## src/rtl/wr_data_pad_conv_if.sv

```systemverilog
// Stream bundle for wr_data_pad_conv: write-data input, request-length input and padded output.
// The design takes the slave view; whoever drives the streams takes the master view.
interface wr_data_pad_conv_if #(
  parameter int DATA_W = 32,
  parameter int LEN_W  = 16
) ();
  logic [DATA_W-1:0] s_data;
  logic              s_valid;
  logic              s_ready;
  logic [LEN_W-1:0]  len;
  logic              len_valid;
  logic              len_ready;
  logic [DATA_W-1:0] m_data;
  logic              m_valid;
  logic              m_ready;

  modport slave (
    input  s_data, s_valid, len, len_valid, m_ready,
    output s_ready, len_ready, m_data, m_valid
  );

  modport master (
    output s_data, s_valid, len, len_valid, m_ready,
    input  s_ready, len_ready, m_data, m_valid
  );
endinterface

```

## src/rtl/wr_data_pad_conv.sv

```systemverilog
// Pads each write request to a multiple of 2^BLK_LOG2 words using pad_word as filler.
// Optional request/pad statistics counters are enabled with WR_DATA_PAD_STATS_EN.
module wr_data_pad_conv #(
  parameter int DATA_W   = 32,
  parameter int LEN_W    = 16,
  parameter int BLK_LOG2 = 7,
  parameter int LQ_LOG2  = 4
) (
  input  logic              clk,
  input  logic              nReset,
  wr_data_pad_conv_if.slave bus,
  input  logic [DATA_W-1:0] pad_word,
  output logic              req_done,
`ifdef WR_DATA_PAD_STATS_EN
  output logic [31:0]       req_cnt,
  output logic [31:0]       pad_cnt,
`endif
  output logic [1:0]        state_o
);
  localparam int LQ_D = 1 << LQ_LOG2;

  typedef enum logic [1:0] {IDLE = 2'd0, LOAD = 2'd1, DATA = 2'd2, PAD = 2'd3} state_t;

  state_t                state_reg;
  logic [LEN_W-1:0]      len_reg;
  logic [LEN_W-1:0]      cnt_reg;
  logic [BLK_LOG2-1:0]   pos_reg;
  logic                  m_valid_reg;
  logic [DATA_W-1:0]     m_data_reg;

  logic [LEN_W-1:0]      lq_mem [LQ_D];
  logic [LQ_LOG2:0]      wr_ptr_reg;
  logic [LQ_LOG2:0]      rd_ptr_reg;
  logic                  lq_empty;
  logic                  lq_full;
  logic                  lq_push;
  logic                  lq_pop;
  logic [LEN_W-1:0]      lq_head;

  logic                  load_ok;
  logic                  data_beat;
  logic                  pad_load;
  logic                  last_beat;
  logic                  pos_wrap;

  // Extra pointer bit distinguishes full from empty when the indices match.
  assign lq_empty = (wr_ptr_reg == rd_ptr_reg);
  assign lq_full  = (wr_ptr_reg[LQ_LOG2] != rd_ptr_reg[LQ_LOG2]) &&
                    (wr_ptr_reg[LQ_LOG2-1:0] == rd_ptr_reg[LQ_LOG2-1:0]);
  assign lq_head  = lq_mem[rd_ptr_reg[LQ_LOG2-1:0]];
  assign lq_push  = bus.len_valid & bus.len_ready;
  assign lq_pop   = (state_reg == LOAD);

  assign bus.len_ready = nReset & ~lq_full;

  assign load_ok   = ~m_valid_reg | bus.m_ready;
  assign data_beat = (state_reg == DATA) & bus.s_valid & load_ok;
  assign pad_load  = (state_reg == PAD) & load_ok;
  assign last_beat = (cnt_reg == len_reg - LEN_W'(1));
  assign pos_wrap  = &pos_reg;

  assign bus.s_ready = (state_reg == DATA) & load_ok;
  assign bus.m_valid = m_valid_reg;
  assign bus.m_data  = m_data_reg;
  assign state_o     = state_reg;

  // Completion coincides with the final load; a zero-length request completes in LOAD.
  assign req_done = ((state_reg == LOAD) && (lq_head == '0)) |
                    (data_beat & last_beat & pos_wrap) |
                    (pad_load & pos_wrap);

  always_ff @(posedge clk) begin
    if (lq_push)
      lq_mem[wr_ptr_reg[LQ_LOG2-1:0]] <= bus.len;
  end

  always_ff @(posedge clk or negedge nReset) begin
    if (!nReset) begin
      wr_ptr_reg <= '0;
      rd_ptr_reg <= '0;
    end else begin
      if (lq_push) wr_ptr_reg <= wr_ptr_reg + (LQ_LOG2+1)'(1);
      if (lq_pop)  rd_ptr_reg <= rd_ptr_reg + (LQ_LOG2+1)'(1);
    end
  end

  always_ff @(posedge clk or negedge nReset) begin
    if (!nReset) begin
      state_reg <= IDLE;
      len_reg   <= '0;
      cnt_reg   <= '0;
      pos_reg   <= '0;
    end else begin
      case (state_reg)
        IDLE: if (!lq_empty) state_reg <= LOAD;
        LOAD: begin
          len_reg   <= lq_head;
          cnt_reg   <= '0;
          pos_reg   <= '0;
          state_reg <= (lq_head != '0) ? DATA : IDLE;
        end
        DATA: if (data_beat) begin
          cnt_reg <= cnt_reg + LEN_W'(1);
          pos_reg <= pos_reg + BLK_LOG2'(1);
          if (last_beat) state_reg <= pos_wrap ? IDLE : PAD;
        end
        PAD: if (pad_load) begin
          pos_reg <= pos_reg + BLK_LOG2'(1);
          if (pos_wrap) state_reg <= IDLE;
        end
        default: state_reg <= IDLE;
      endcase
    end
  end

  always_ff @(posedge clk or negedge nReset) begin
    if (!nReset) begin
      m_valid_reg <= 1'b0;
      m_data_reg  <= '0;
    end else if (data_beat) begin
      m_valid_reg <= 1'b1;
      m_data_reg  <= bus.s_data;
    end else if (pad_load) begin
      m_valid_reg <= 1'b1;
      m_data_reg  <= pad_word;
    end else if (bus.m_ready) begin
      m_valid_reg <= 1'b0;
    end
  end

`ifdef WR_DATA_PAD_STATS_EN
  logic [31:0] req_cnt_reg;
  logic [31:0] pad_cnt_reg;

  always_ff @(posedge clk or negedge nReset) begin
    if (!nReset) begin
      req_cnt_reg <= '0;
      pad_cnt_reg <= '0;
    end else begin
      if (req_done) req_cnt_reg <= req_cnt_reg + 32'd1;
      if (pad_load) pad_cnt_reg <= pad_cnt_reg + 32'd1;
    end
  end

  assign req_cnt = req_cnt_reg;
  assign pad_cnt = pad_cnt_reg;
`endif
endmodule

```

## src/flat_wrapper.sv

```systemverilog
// flat-port wrapper written by rule: the top's interface ports become plain ports
module wr_data_pad_conv_flat 
#(
  parameter int DATA_W   = 32,
  parameter int LEN_W    = 16,
  parameter int BLK_LOG2 = 7,
  parameter int LQ_LOG2  = 4
)
  (clk, nReset, pad_word, req_done, state_o, bus_s_data, bus_s_valid, bus_len, bus_len_valid, bus_m_ready, bus_s_ready, bus_len_ready, bus_m_data, bus_m_valid);
  wr_data_pad_conv_if #(.DATA_W(DATA_W), .LEN_W(LEN_W)) bus_i ();
  input  logic clk;
  input  logic nReset;
  input  logic [DATA_W-1:0] pad_word;
  output logic req_done;
  output logic [1:0] state_o;
  input wire logic [$bits(bus_i.s_data)-1:0] bus_s_data;
  input wire logic [$bits(bus_i.s_valid)-1:0] bus_s_valid;
  input wire logic [$bits(bus_i.len)-1:0] bus_len;
  input wire logic [$bits(bus_i.len_valid)-1:0] bus_len_valid;
  input wire logic [$bits(bus_i.m_ready)-1:0] bus_m_ready;
  output wire logic [$bits(bus_i.s_ready)-1:0] bus_s_ready;
  output wire logic [$bits(bus_i.len_ready)-1:0] bus_len_ready;
  output wire logic [$bits(bus_i.m_data)-1:0] bus_m_data;
  output wire logic [$bits(bus_i.m_valid)-1:0] bus_m_valid;
  assign bus_i.s_data = bus_s_data;
  assign bus_i.s_valid = bus_s_valid;
  assign bus_i.len = bus_len;
  assign bus_i.len_valid = bus_len_valid;
  assign bus_i.m_ready = bus_m_ready;
  assign bus_s_ready = bus_i.s_ready;
  assign bus_len_ready = bus_i.len_ready;
  assign bus_m_data = bus_i.m_data;
  assign bus_m_valid = bus_i.m_valid;
  wr_data_pad_conv #(.DATA_W(DATA_W), .LEN_W(LEN_W), .BLK_LOG2(BLK_LOG2), .LQ_LOG2(LQ_LOG2)) u_core (.clk(clk), .nReset(nReset), .bus(bus_i), .pad_word(pad_word), .req_done(req_done), .state_o(state_o));
endmodule
```

## config.mk

```make
export PLATFORM = sky130hd
export DESIGN_NAME = wr_data_pad_conv_flat
export DESIGN_NICKNAME = d
export VERILOG_FILES = /design/src/rtl/wr_data_pad_conv_if.sv /design/src/rtl/wr_data_pad_conv.sv /design/src/flat_wrapper.sv
export SDC_FILE = /design/constraint.sdc
export NUM_CORES = 1
export LEC_CHECK = 0
export CAP_MARGIN = 20
export CORE_ASPECT_RATIO = 0.5
export CORE_MARGIN = 2
export CORE_UTILIZATION = 45
export CTS_BUF_LIST = sky130_fd_sc_hd__clkbuf_16
export DETAILED_ROUTE_END_ITERATION = 16
export SYNTH_ARGS = -nofsm -noshare
export SYNTH_HDL_FRONTEND = slang
export SYNTH_SLANG_ARGS = --single-unit
```

## constraint.sdc

```tcl
create_clock -name clk -period 7.7 [get_ports clk]
set_input_delay 1.54 -clock clk [delete_from_list [all_inputs] [get_ports clk]]
set_output_delay 1.54 -clock clk [all_outputs]
set_load 0.01 [all_outputs]
```

==> flow_summary.yaml <==
pwr:
  leakagePower_nw: 5.90
  fin_total_pwr_w: 0.00561
  ir_worst_vdd_mv: 0.191
  p_per_area_nw_per_um2: 324
global_routing:
  grt_pass1_vias: 8571
  grt_max_degree: 69
  antenna_found_initial: 0
  grt_overflow: 0
  grt_usage_pct: 20.4
  grt_first_pass_wirelength_mm: 52.6
timing:
  finalSetupViolCount: 0
  hold_viol_final: 0
  finalCriticalPeriod_ns: 6.27
  max_freq_ghz: 0.159
  fin_crit_sh_pct: 81.4
  final.setup.tns_ns: 0
  skew_ns: 0.0139
  relSlewSlack_pct: 34.3
  worstMarginPinSlew_ns: 0.985
  slew_viol_final: 0
  grt_setup_unrepaired: "no"
floorplanning:
  start_util_pct: 45.9
  dieArea_um2: 34000
  core_um2: 31800
  dieHeight_um: 131
  ioPinCount: 123
  rows: 46
  die_w_um: 259
yosys:
  netlist_area_um2: 14600
  netlist_instances: 971
  syn-num-nets: 1064
  yosysWarnings: 0
  async_flop_share_pct: 24.7
  synthXorXnorAreaFrac_pct: 2.58
  syn_avg_cell_area_um2: 15.0
  yosysUniqueCellTypes: 61
  synth_fa_ha_area_share_pct: 0.686
  synth-seq-cells: 340
  synth_compound_area_share_pct: 8.22
  synthFlopType: "edfxtp_1"
  synth-edff-count: 256
  synth_top_family_by_area: "multiplexers"
  synthMuxAreaShare_pct: 10.7
  synth_simple_gate_area_share_pct: 8.57
  synth_seq_area_share_pct: 67.1
setup_path:
  critical_path.top_delay_family: "buffers and inverters"
  crit_type: "reg2out"
  cpPeakStageDelay_ns: 0.96
  cpMaxStageDelayCell: "dfrtp_4"
  end_kind: "output port"
  setup.worst_path.start_class: "flop"
  cp.arrival_ns: 4.73
  cp_max_fo: 48
  path_cells: "buf_4, mux4_2, mux2i_1, o41ai_1, nor4b_1, a21oi_1, nor4_1, a311o_1, clkdlybuf4s50_1"
  crit_buf_inv: 2
  cp.required_ns: 6.16
detailed_routing:
  post_drt_wl_per_cell_um: 22.3
  drtIter0Drc: 790
  wirelength_mm: 34.6
  drc: 0
  num_vias: 8845
  dr.pass1.iters: 5
  antenna_left: 0
  viasPerCell: 5.71
run_status:
  status: "finished clean"
placed_design:
  io_buffer_count: 122
  dp_hpwl_mm: 20.3
  gp_congestion: 0.828
job:
  drv_cap: 0
cts:
  clock_latency_ns: 0.58
  hold_buffers: 0
  clk_path_buf_depth: 3
  post_cts_resized: 0
  path_clk_slew_ns: 0.06
  postCtsSetupBuffers: 0
  cts_sinks: 340
  h-tree-depth: 1
  cts_tree: "built"
  cts-buffers-inserted: 31
  clockRootBuffer: "clkbuf_16"
finish:
  drive_above_1_share_pct: 14.5
  syn_to_final_growth_pct: 18.8
  diodes: 0
  largest_reg_flops: 256
  fin_nets: 1184
  n_fill_cell: 2589
hold_path:
  hold_path.class: "reg2reg"
synthesized netlist by cell type (10+ instances only):
cell | n | area share [%]
edfxtp_1 | 256 | 53
a22oi_1 | 34 | 1.7
mux4_2 | 57 | 8.8
buf_2 | 14 | 0.48
nand2_1 | 69 | 1.8
clkbuf_1 | 34 | 0.87
nor2_1 | 42 | 1.1
mux2i_1 | 21 | 1.4
nor2b_1 | 37 | 1.6
o21ai_0 | 63 | 2.2
xnor2_1 | 24 | 1.4
dfrtp_1 | 84 | 14
a31oi_1 | 37 | 1.6
nand3_1 | 10 | 0.34
a21oi_1 | 11 | 0.38
nand4_1 | 15 | 0.64
inv_1 | 13 | 0.33
nand2b_1 | 13 | 0.56
xor2_1 | 19 | 1.1
cell families (layout without fill, tap and decap cells):
kind of cell / after synthesis / after routing
adders and majority gates: 8 / 8
muxes: 84 / 84
and+or+nand+nor: 238 / 238
xor gates and xnor gates: 43 / 43
AOI/OAI and AO/OA: 185 / 185
buffers and inverters: 73 / 218
DFF: 340 / 340
power by group:
group	switching (W)	internal, W	leakage (nW)
Sequential	0.000268	0.00222	3.36
Clock	0.000678	0.000803	0.494
Combinational	0.000844	0.000799	2.04
routing by layer:
metal	vias to the layer above	wire (µm)	GRT usage, %
li1	4011	-	-
met1	4531	15500	29.5
met2	259	16400	33.1
met3	44	2000	3.09
met4	0	626	4.11
met5	-	0	0
stage by stage:
step	instances	setup slack (ns)	utilization [%]	area (µm²)	hold WS, ns
floorplan	971	3.60	-	14600	0.462
global placement	1488	1.93	51.4	16300	0.478
detailed placement	1489	1.87	51.4	16300	0.481
CTS	1547	1.39	54.5	17300	0.489
global route	1548	1.11	54.6	17300	0.520
finish	1548	1.43	54.6	17300	0.485
layout make-up:
class / instances / area, µm² / area share (%)
Clock buffer: 31 / 776 / 4.47
Multi-Input combinational cell: 558 / 4550 / 26.3
Tap cell: 432 / 541 / 3.12
Timing Repair Buffer: 147 / 1430 / 8.24
Inverter: 13 / 48.8 / 0.281
Clock inverter: 27 / 191 / 1.10
Sequential cell: 340 / 9800 / 56.5
layout by cell type (no fill, tap or decap), types with 3 or more instances in the layout:
cell type / netlist / routed
edfxtp_1: 256 / 256
clkdlybuf4s50_1: 0 / 120
dfrtp_1: 84 / 81
nand2_1: 69 / 69
o21ai_0: 63 / 63
mux4_2: 57 / 57
a31oi_1: 37 / 37
nor2b_1: 37 / 36
a22oi_1: 34 / 34
clkbuf_16: 0 / 31
nor2_1: 42 / 29
xnor2_1: 24 / 24
buf_4: 2 / 24
mux2i_1: 21 / 21
inv_1: 13 / 19
xor2_1: 19 / 19
nand4_1: 15 / 15
nand2b_1: 13 / 13
nor2_2: 0 / 11
a21oi_1: 11 / 11
nand3_1: 10 / 10
clkinv_1: 0 / 10
nor4_1: 9 / 9
and3_1: 8 / 8
ha_1: 8 / 8
mux2_2: 6 / 6
o22ai_1: 6 / 6
o211ai_1: 6 / 6
or3_1: 6 / 6
nor3_2: 1 / 5
a221oi_1: 5 / 5
clkinv_2: 0 / 5
a222oi_1: 3 / 3
nor4b_1: 3 / 3
o2111ai_1: 3 / 3
nor3_1: 7 / 3
worst paths after layout:
kind                                 startpoint              endpoint  slack [ns]  cells after the start
max                        u_core.rd_ptr_reg[1]              req_done        1.43                      9
min                        u_core.wr_ptr_reg[4]  u_core.wr_ptr_reg[4]        0.48                      1
max reg2reg                u_core.rd_ptr_reg[1]     u_core.state_o[1]        4.06                      8
min reg2reg                u_core.wr_ptr_reg[4]  u_core.wr_ptr_reg[4]        0.48                      1
max in group asynchronous                nReset  u_core.rd_ptr_reg[2]        5.70                      2
min in group asynchronous                nReset  u_core.bus.m_data[9]        0.93                      1
No activity file was read; power rests on OpenSTA's default activity.
